File: src/rtl/divisor_pkg.sv
// Shared types and default widths for the divisor block.
// Optional feature macro: DIVISOR_SIGNED_EN (two's complement operands).
package divisor_pkg;

    localparam int N_W_DEF = 16;
    localparam int D_W_DEF = 8;

    typedef enum logic [1:0] {
        IDLE = 2'b00,
        CALC = 2'b01,
        DONE = 2'b10
    } state_t;

endpackage

File: src/rtl/divisor_paso.sv
// One restoring-division step: shift in the next dividend bit, trial-subtract
// the divisor and keep the difference when it does not go negative.
module divisor_paso
    import divisor_pkg::*;
#(
    parameter int D_W = D_W_DEF
) (
    input  logic [D_W:0]   rem_i,
    input  logic           bit_i,
    input  logic [D_W-1:0] div_i,
    output logic [D_W:0]   rem_o,
    output logic           q_bit_o
);

    logic [D_W:0] trial_s;
    logic [D_W:0] diff_s;

    // Trial subtraction; a set top bit in the incoming remainder always exceeds the divisor
    always_comb begin
        trial_s = {rem_i[D_W-1:0], bit_i};
        diff_s  = trial_s - {1'b0, div_i};
        q_bit_o = rem_i[D_W] | (trial_s >= {1'b0, div_i});
        if (q_bit_o) begin
            rem_o = diff_s;
        end else begin
            rem_o = trial_s;
        end
    end

endmodule

File: src/rtl/divisor.sv
// Sequential restoring divider producing one quotient bit per clock, MSB first.
// Define DIVISOR_SIGNED_EN for two's complement operands (truncating quotient).
module divisor
    import divisor_pkg::*;
#(
    parameter int N_W = N_W_DEF,
    parameter int D_W = D_W_DEF
) (
    input  logic                 clk,
    input  logic                 rst,
    input  logic                 start,
    input  logic [N_W-1:0]       A,
    input  logic [D_W-1:0]       B,
    output logic [N_W-1:0]       q,
    output logic [D_W-1:0]       r,
    output logic                 busy,
    output logic                 done,
    output logic                 dz,
    output logic [$clog2(N_W):0] contador
);

    localparam int C_W = $clog2(N_W) + 1;
    localparam logic [C_W-1:0] CNT_ONE  = C_W'(1);
    localparam logic [C_W-1:0] CNT_LAST = C_W'(N_W - 1);

    state_t         state_q, state_d;
    logic [N_W-1:0] work_q, work_d;
    logic [D_W-1:0] div_q, div_d;
    logic [D_W:0]   rem_q, rem_d;
    logic [C_W-1:0] cnt_q, cnt_d;
    logic [N_W-1:0] quo_q, quo_d;
    logic [D_W-1:0] res_q, res_d;
    logic           busy_q, busy_d;
    logic           done_q, done_d;
    logic           dz_q, dz_d;

    logic [D_W:0]   rem_nxt_s;
    logic           q_bit_s;
    logic [N_W-1:0] work_nxt_s;
    logic [N_W-1:0] a_mag_s;
    logic [D_W-1:0] b_mag_s;
    logic [N_W-1:0] quo_fix_s;
    logic [D_W-1:0] res_fix_s;
    logic [D_W-1:0] res_dz_s;

    divisor_paso #(.D_W(D_W)) u_paso (
        .rem_i   (rem_q),
        .bit_i   (work_q[N_W-1]),
        .div_i   (div_q),
        .rem_o   (rem_nxt_s),
        .q_bit_o (q_bit_s)
    );

    // The dividend register doubles as the quotient accumulator
    assign work_nxt_s = {work_q[N_W-2:0], q_bit_s};

`ifdef DIVISOR_SIGNED_EN
    logic sa_q, sa_d;
    logic sq_q, sq_d;

    // The core divides magnitudes; signs are reapplied on the final write
    assign a_mag_s   = A[N_W-1] ? -A : A;
    assign b_mag_s   = B[D_W-1] ? -B : B;
    assign quo_fix_s = sq_q ? -work_nxt_s : work_nxt_s;
    assign res_fix_s = sa_q ? -rem_nxt_s[D_W-1:0] : rem_nxt_s[D_W-1:0];
    assign res_dz_s  = sa_q ? -work_q[D_W-1:0] : work_q[D_W-1:0];
`else
    assign a_mag_s   = A;
    assign b_mag_s   = B;
    assign quo_fix_s = work_nxt_s;
    assign res_fix_s = rem_nxt_s[D_W-1:0];
    assign res_dz_s  = work_q[D_W-1:0];
`endif

    // Next-state and datapath control
    always_comb begin
        state_d = state_q;
        work_d  = work_q;
        div_d   = div_q;
        rem_d   = rem_q;
        cnt_d   = cnt_q;
        quo_d   = quo_q;
        res_d   = res_q;
        busy_d  = busy_q;
        done_d  = done_q;
        dz_d    = dz_q;
`ifdef DIVISOR_SIGNED_EN
        sa_d    = sa_q;
        sq_d    = sq_q;
`endif
        case (state_q)
            IDLE: begin
                if (start) begin
                    work_d  = a_mag_s;
                    div_d   = b_mag_s;
                    rem_d   = '0;
                    cnt_d   = '0;
                    busy_d  = 1'b1;
                    state_d = CALC;
`ifdef DIVISOR_SIGNED_EN
                    sa_d    = A[N_W-1];
                    sq_d    = A[N_W-1] ^ B[D_W-1];
`endif
                    if (B != '0) begin
                        dz_d = 1'b0;
                    end else begin
                        dz_d = dz_q;
                    end
                end else begin
                    state_d = IDLE;
                end
            end
            CALC: begin
                if (div_q == '0) begin
                    quo_d   = '1;
                    res_d   = res_dz_s;
                    dz_d    = 1'b1;
                    done_d  = 1'b1;
                    busy_d  = 1'b0;
                    state_d = DONE;
                end else begin
                    work_d = work_nxt_s;
                    rem_d  = rem_nxt_s;
                    cnt_d  = cnt_q + CNT_ONE;
                    if (cnt_q == CNT_LAST) begin
                        quo_d   = quo_fix_s;
                        res_d   = res_fix_s;
                        dz_d    = 1'b0;
                        done_d  = 1'b1;
                        busy_d  = 1'b0;
                        state_d = DONE;
                    end else begin
                        state_d = CALC;
                    end
                end
            end
            DONE: begin
                done_d  = 1'b0;
                state_d = IDLE;
            end
            default: begin
                busy_d  = 1'b0;
                done_d  = 1'b0;
                state_d = IDLE;
            end
        endcase
    end

    // State and result registers; reset also aborts any division in flight
    always_ff @(posedge clk or negedge rst) begin
        if (!rst) begin
            state_q <= IDLE;
            work_q  <= '0;
            div_q   <= '0;
            rem_q   <= '0;
            cnt_q   <= '0;
            quo_q   <= '0;
            res_q   <= '0;
            busy_q  <= 1'b0;
            done_q  <= 1'b0;
            dz_q    <= 1'b0;
`ifdef DIVISOR_SIGNED_EN
            sa_q    <= 1'b0;
            sq_q    <= 1'b0;
`endif
        end else begin
            state_q <= state_d;
            work_q  <= work_d;
            div_q   <= div_d;
            rem_q   <= rem_d;
            cnt_q   <= cnt_d;
            quo_q   <= quo_d;
            res_q   <= res_d;
            busy_q  <= busy_d;
            done_q  <= done_d;
            dz_q    <= dz_d;
`ifdef DIVISOR_SIGNED_EN
            sa_q    <= sa_d;
            sq_q    <= sq_d;
`endif
        end
    end

    assign q        = quo_q;
    assign r        = res_q;
    assign busy     = busy_q;
    assign done     = done_q;
    assign dz       = dz_q;
    assign contador = cnt_q;

endmodule

File: config.mk
export PLATFORM = sky130hd
export DESIGN_NAME = divisor
export DESIGN_NICKNAME = d
export VERILOG_FILES = /design/src/rtl/divisor_pkg.sv /design/src/rtl/divisor_paso.sv /design/src/rtl/divisor.sv
export SDC_FILE = /design/constraint.sdc
export NUM_CORES = 1
export LEC_CHECK = 0
export BUFFER_PORTS_ARGS = -buffer_cell sky130_fd_sc_hd__buf_2
export CAP_MARGIN = 5
export CORE_ASPECT_RATIO = 1.25
export CORE_MARGIN = 4
export CORE_UTILIZATION = 35
export DETAILED_ROUTE_END_ITERATION = 12
export PLACE_DENSITY = 0.57
export SYNTH_ARGS = -nofsm -noshare
export SYNTH_HDL_FRONTEND = slang
export SYNTH_HIERARCHICAL = 1
export SYNTH_SLANG_ARGS = --single-unit
File: constraint.sdc
create_clock -name clk -period 2.2 [get_ports clk]
set_input_delay 0.22 -clock clk [delete_from_list [all_inputs] [get_ports clk]]
set_output_delay 0.22 -clock clk [all_outputs]
set_load 0.01 [all_outputs]
==> results.py, run 1 <==
metrics = {
    "route": {
        "wl_per_cell_microns": 18.2,
        "dr_total_vias": 3321,
        "drc": 0,
        "via_per_inst": 5.54,
        "initialDrtViolationCount": 97,
        "totalWireLength_mm": 10.9,
        "ant_nets": 0,
        "first_pass_iters": 5,
    },
    "grt": {
        "overflow": 0,
        "grt_max_degree": 50,
        "track_usage_pct": 17.2,
        "antenna_found_initial": 0,
        "grt_pass1_vias": 3326,
        "grt_pass1_wl_mm": 17.5,
    },
    "clock_network": {
        "worstSkewPairLatency_ns": 0.34,
        "cts_max_level": 3,
        "cts_buffer_depth": 2,
        "cts-root-buf": "clkbuf_16",
        "numCtsBuffers": 9,
        "clkTransAtPathRegs_ns": 0.06,
        "cts_tree": "done",
        "clock-sinks": 67,
    },
    "logic_synthesis": {
        "synthAdderAreaFrac_pct": 3.72,
        "synth-warning-count": 6,
        "yosysMostFrequentCell": "dfrtp_1",
        "synth_top_cell_by_area": "dfrtp_1",
        "synthFlopType": "dfrtp_1",
        "synth_area_leaders": "dfrtp_1 (43%), mux2_2 (6.9%), a211oi_1 (4.4%)",
        "async_reset_ff_share_pct": 100,
        "syn-num-nets": 420,
        "synthCells": 382,
        "yosys.area_share.simple_pct": 16.5,
        "syn_area_per_cell_sq_um": 10.2,
        "ys_top_cells_by_count": "dfrtp_1 (67), mux2_2 (24), a211oi_1 (23), nor2_1 (23), nor3_1 (20)",
        "synth-xor-area-share_pct": 0.897,
        "syn-cell-area_sq_um": 3910,
        "synth_top_family_by_area": "compound AO/OA/AOI/OAI gates",
        "synth_cell_types": 60,
        "synth_top_area_share_pct": 42.9,
        "synth_compound_area_share_pct": 20.5,
        "synth-edff-count": 0,
        "muxShareOfSynthArea_pct": 9.93,
        "synth_seq_cells": 67,
        "ys_seq_area_share_pct": 42.9,
    },
    "sta": {
        "worstMarginPinSlew_ns": 0.659,
        "postLayoutSetupSlackWorst_ns": -0.0452,
        "fmax_mhz": 445,
        "fin_crit_ns": 2.25,
        "hold_viol": 0,
        "grt_setup_unrepaired": "yes",
        "final-max-slew-violation-count": 0,
        "setup_viol": 2,
        "max_slew_margin_pct": 56.1,
        "finalCritPeriodShare_pct": 102,
        "fin_worst_skew_ns": 0.0107,
        "fin_setup_tns_ns": -0.0477,
    },
    "critical_path": {
        "timing.critical_path.mode_cell": "a211oi_2",
        "critPathTopFamily": "compound AO/OA/AOI/OAI gates",
        "cp_num_cells": 10,
        "required_ns": 2.47,
        "arrival_ns": 2.52,
        "critical-path-max-stage-delay_ns": 0.43,
        "cp_num_buf_inv": 1,
        "start_kind": "flip-flop",
        "cp_max_fo": 3,
        "crit_chain": "inv_1 > fa_2 > nand2b_4 > a211oi_2 > o21ai_1 > nor3b_2 > o31ai_2 > nand2_1 > a211oi_2 > a311o_1",
        "cp_slowest_cell": "dfrtp_1",
        "ff2ff_path_depth": 10,
        "crit_type": "flip-flop to flip-flop",
        "end_kind": "flip-flop",
    },
    "placed_design": {
        "gp_congestion": 0.905,
        "place.port_buffers": 58,
        "dp_hpwl_mm": 7.63,
    },
    "pwr": {
        "power_density_nw_per_um2": 1810,
        "fin_total_pwr_mw": 9.27,
        "ir_worst_vdd_mv": 0.804,
        "leakagePower_nw": 2.16,
    },
    "hold_path": {
        "hp-class": "input pin to flip-flop",
        "holdPathStages": 2,
    },
    "layout": {
        "antenna_cells": 0,
        "final_nets": 501,
        "n_fill_cell": 989,
        "layout-drive-gt1-share_pct": 38.5,
        "syn_to_final_growth_pct": 31.1,
    },
    "die": {
        "start_util_pct": 36.3,
        "dieHeight_microns": 126,
        "fp-row-count": 42,
        "fp.dieArea_sq_um": 12900,
        "fp.coreArea_sq_um": 10800,
        "ios": 59,
        "die_x_microns": 102,
    },
    "status": {
        "status": "finished with violations",
        "violations": "setup timing",
    },
    "run": {
        "drv_cap": 0,
    },
}
==> placed cells by master, fill, tap and decap left out, drive strengths merged, types with 14 or more instances in the layout <==
| master | n |
|---|---|
| nand3 | 14 |
| dfrtp | 67 |
| a211oi | 23 |
| a2111oi | 16 |
| buf | 101 |
| nor3 | 20 |
| nand2 | 15 |
| inv | 16 |
| mux2 | 32 |
| nor2 | 23 |
==> state kept, by name (all words and copies together) (netlist names) <==
register / flops
busy: 1
div_q: 8
rem_q: 9
r: 8
state_q: 2
work_q: 16
contador: 5
done: 1
q: 16
dz: 1
==> area by class of cell <==
type | instances | area [sq um] | share of cell area [%]
clock buffer | 10 | 229 | 4.47
clock inverter | 6 | 90.1 | 1.76
inverter | 17 | 67.6 | 1.32
multi-input combinational | 266 | 2210 | 43.2
sequential | 67 | 1680 | 32.7
tap | 132 | 165 | 3.23
timing repair buffer | 102 | 681 | 13.3
==> per-layer routing <==
| layer | GRT usage [%] | up-vias | share of wire [%] |
|---|---|---|---|
| li1 | - | 1609 | - |
| met1 | 21.5 | 1628 | 43 |
| met2 | 28.7 | 70 | 50 |
| met3 | 3.71 | 14 | 4.8 |
| met4 | 6.72 | 0 | 1.9 |
| met5 | 0 | - | 0 |
==> worst register-to-register path: stages, from the launching register on <==
cell and delay (ns):
dfrtp_1 0.43, inv_1 0.10, fa_2 0.40, nand2b_4 0.15, a211oi_2 0.25, o21ai_1 0.10, nor3b_2 0.16, o31ai_2 0.21
nand2_1 0.09, a211oi_2 0.16, a311o_1 0.13
==> cell families after synthesis <==
kind of cell,after synthesis
mux,34
xor+xnor,4
flops,67
fa+ha+maj,11
compound gates,102
simple gates,114
buf+inv,50
==> metrics by stage <==
step                utilization (%)  hold WS, ns  setup WS, ns  cells  cell area (sq um)
global route                   47.5        0.137        -0.173    600               5120
floorplan                         -      -0.0756       -0.0823    382               3990
detailed placement             42.8        0.291        -0.152    573               4610
CTS                            46.1        0.129       -0.0880    593               4970
global placement               42.8        0.286       -0.0830    573               4610
finish                         47.5        0.135       -0.0452    600               5120
==> power by group <==
| part | internal (mW) | switching [mW] |
|---|---|---|
| Combinational | 2.81 | 2.67 |
| Clock | 0.994 | 0.556 |
| Sequential | 1.77 | 0.465 |
==> path summary, 6_finish.rpt <==
check,from,to,slack (ns)
min in group asynchronous,rst,contador[2],0.45
min reg2reg,done,done,0.49
max in group asynchronous,rst,q[1],1.11
min,B[7],div_q[7],0.14
max reg2reg,rem_q[0],r[6],-0.05
max,rem_q[0],r[6],-0.05
==> timing repair <==
action	in CTS	in global routing
buffers inserted	3	6
pin swaps	5	8
hold endpoints to repair	25	0
endpoints found under the setup margin	6	38
hold buffers	1	0
gates resized for setup	2	25
gates cloned	0	1
Power figures use the tool's default switching activity.
==> run 2, diff against run 1 <==
CORE_ASPECT_RATIO = 0.9   (was 1.25)
==> run 2 against run 1 <==
  * The run still ends with setup timing left
  * Final area is 3.1% higher
  * Register-to-register slack worse by 0.07 ns
  * Count of clock-buffer cells in the layout is 2 higher
  * Highest routed layer unchanged
==> results.py, run 2 (synthesis results as in run 1) <==
metrics = {
    "clock_network": {
        "clock-sinks": 67,
        "cts_tree": "done",
        "cts_buffer_depth": 2,
        "clkTransAtPathRegs_ns": 0.06,
        "cts-root-buf": "clkbuf_16",
        "worstSkewPairLatency_ns": 0.33,
        "numCtsBuffers": 9,
        "cts_max_level": 3,
    },
    "die": {
        "start_util_pct": 36.0,
        "die_x_microns": 119,
        "fp.coreArea_sq_um": 10900,
        "fp-row-count": 36,
        "ios": 59,
        "fp.dieArea_sq_um": 12900,
        "dieHeight_microns": 108,
    },
    "grt": {
        "track_usage_pct": 17.7,
        "grt_pass1_vias": 3414,
        "grt_pass1_wl_mm": 18.0,
        "antenna_found_initial": 0,
        "grt_max_degree": 68,
        "overflow": 0,
    },
    "sta": {
        "postLayoutSetupSlackWorst_ns": -0.113,
        "setup_viol": 5,
        "max_slew_margin_pct": 34.9,
        "grt_setup_unrepaired": "yes",
        "worstMarginPinSlew_ns": 0.973,
        "hold_viol": 0,
        "fin_crit_ns": 2.31,
        "fin_worst_skew_ns": 0.00876,
        "finalCritPeriodShare_pct": 105,
        "fin_setup_tns_ns": -0.183,
        "fmax_mhz": 432,
        "final-max-slew-violation-count": 0,
    },
    "placed_design": {
        "pre_cts_ws_ns": -0.141,
        "gp_congestion": 0.838,
        "place.port_buffers": 58,
        "dp_hpwl_mm": 7.78,
    },
    "run": {
        "drv_cap": 0,
    },
    "route": {
        "first_pass_iters": 4,
        "initialDrtViolationCount": 137,
        "wl_per_cell_microns": 17.4,
        "dr_total_vias": 3429,
        "ant_nets": 0,
        "via_per_inst": 5.40,
        "totalWireLength_mm": 11.1,
        "drc": 0,
    },
    "critical_path": {
        "start_kind": "flip-flop",
        "arrival_ns": 2.58,
        "cp_max_fo": 2,
        "required_ns": 2.46,
        "end_kind": "flip-flop",
        "crit_type": "flip-flop to flip-flop",
    },
    "status": {
        "status": "finished with violations",
        "violations": "setup timing",
    },
    "layout": {
        "utilization_pct": 48.6,
        "layout_common_cells": "dfrtp_1 (66), buf_2 (58), buf_4 (57), mux2_2 (24), nor2_1 (22)",
        "n_fill_cell": 1030,
        "seq_area_sq_um": 1680,
        "layout-drive-gt1-share_pct": 41.6,
        "multi_input_area_sq_um": 2250,
        "antenna_cells": 0,
        "layout_commonest_cell": "dfrtp_1",
        "syn_to_final_growth_pct": 35.1,
        "final_nets": 516,
    },
    "pwr": {
        "ir_worst_vdd_mv": 0.632,
        "leakagePower_nw": 2.25,
        "power_density_nw_per_um2": 1840,
    },
    "hold_path": {
        "hp-class": "input pin to flip-flop",
    },
}
-- run 2: cell types whose count changed in the layout (fill, tap and decap cells not counted), sizes merged --
cell and delta:
and2 -1, clkinv -2, clkbuf +2, buf +16
clkinvlp -1, inv +1
-- run 2: worst max-delay path, stage by stage, from the launching register on --
cell and delay [ns]:
dfrtp_1 0.40, ha_4 0.17, fa_2 0.34, nand2b_4 0.16
a211oi_4 0.23, o21ai_2 0.09, nor3b_4 0.15, o31ai_2 0.27
nand2_1 0.10, a211oi_2 0.20, a311o_1 0.13
-- run 2: path summary, 6_finish.rpt --
path	from	end	slack, ns	cells after the start
setup / recovery	div_q[0]	r[6]	-0.11	10
hold / removal	B[7]	div_q[7]	0.13	2
setup reg to reg	div_q[0]	r[6]	-0.11	10
hold reg to reg	done	done	0.49	1
max in group asynchronous	rst	div_q[1]	1.45	3
min in group asynchronous	rst	q[15]	0.45	3
-- run 2: layout make-up --
type	count	area share (%)
tap	152	3.60
inverter	17	1.21
clock inverter	4	1.38
timing repair buffer	118	14.6
multi-input combinational	265	42.6
clock buffer	12	4.86
sequential	67	31.8
-- run 2: report_power, final --
group	switching, mW	leakage [nW]	internal (mW)
Combinational	2.84	1.28	3.08
Clock	0.529	0.159	1.05
Sequential	0.462	0.804	1.77
Total	3.83	2.25	5.91
-- run 2: per-stage QoR --
| step | total power [mW] | instance area, sq um | std cells | hold slack [ns] |
|---|---|---|---|---|
| after floorplan | 5.64 | 3990 | 382 | -0.0756 |
| after global placement | 7.36 | 4750 | 612 | 0.276 |
| after detailed placement | 7.46 | 4750 | 612 | 0.278 |
| after CTS | 9.24 | 5140 | 632 | 0.125 |
| after global routing | 10.4 | 5280 | 635 | 0.133 |
| final | 9.73 | 5280 | 635 | 0.134 |
-- run 2: timing repair --
action                                  in CTS  in global routing
pin swaps                                    8                 25
buffers inserted                             3                  6
endpoints found under the setup margin       6                 11
resized for setup                            9                 23
hold endpoints to repair                    67                  0
hold buffers                                 1                  0
-- run 2: per-layer routing --
layer,part of all wire [%],vias up,wire (microns),GRT usage [%]
met5,0,-,0,0
met1,48,1682,5340,25.1
met4,1.5,0,168,5.97
li1,-,1649,-,-
met3,4.2,10,466,3.35
met2,46,88,5100,27.2
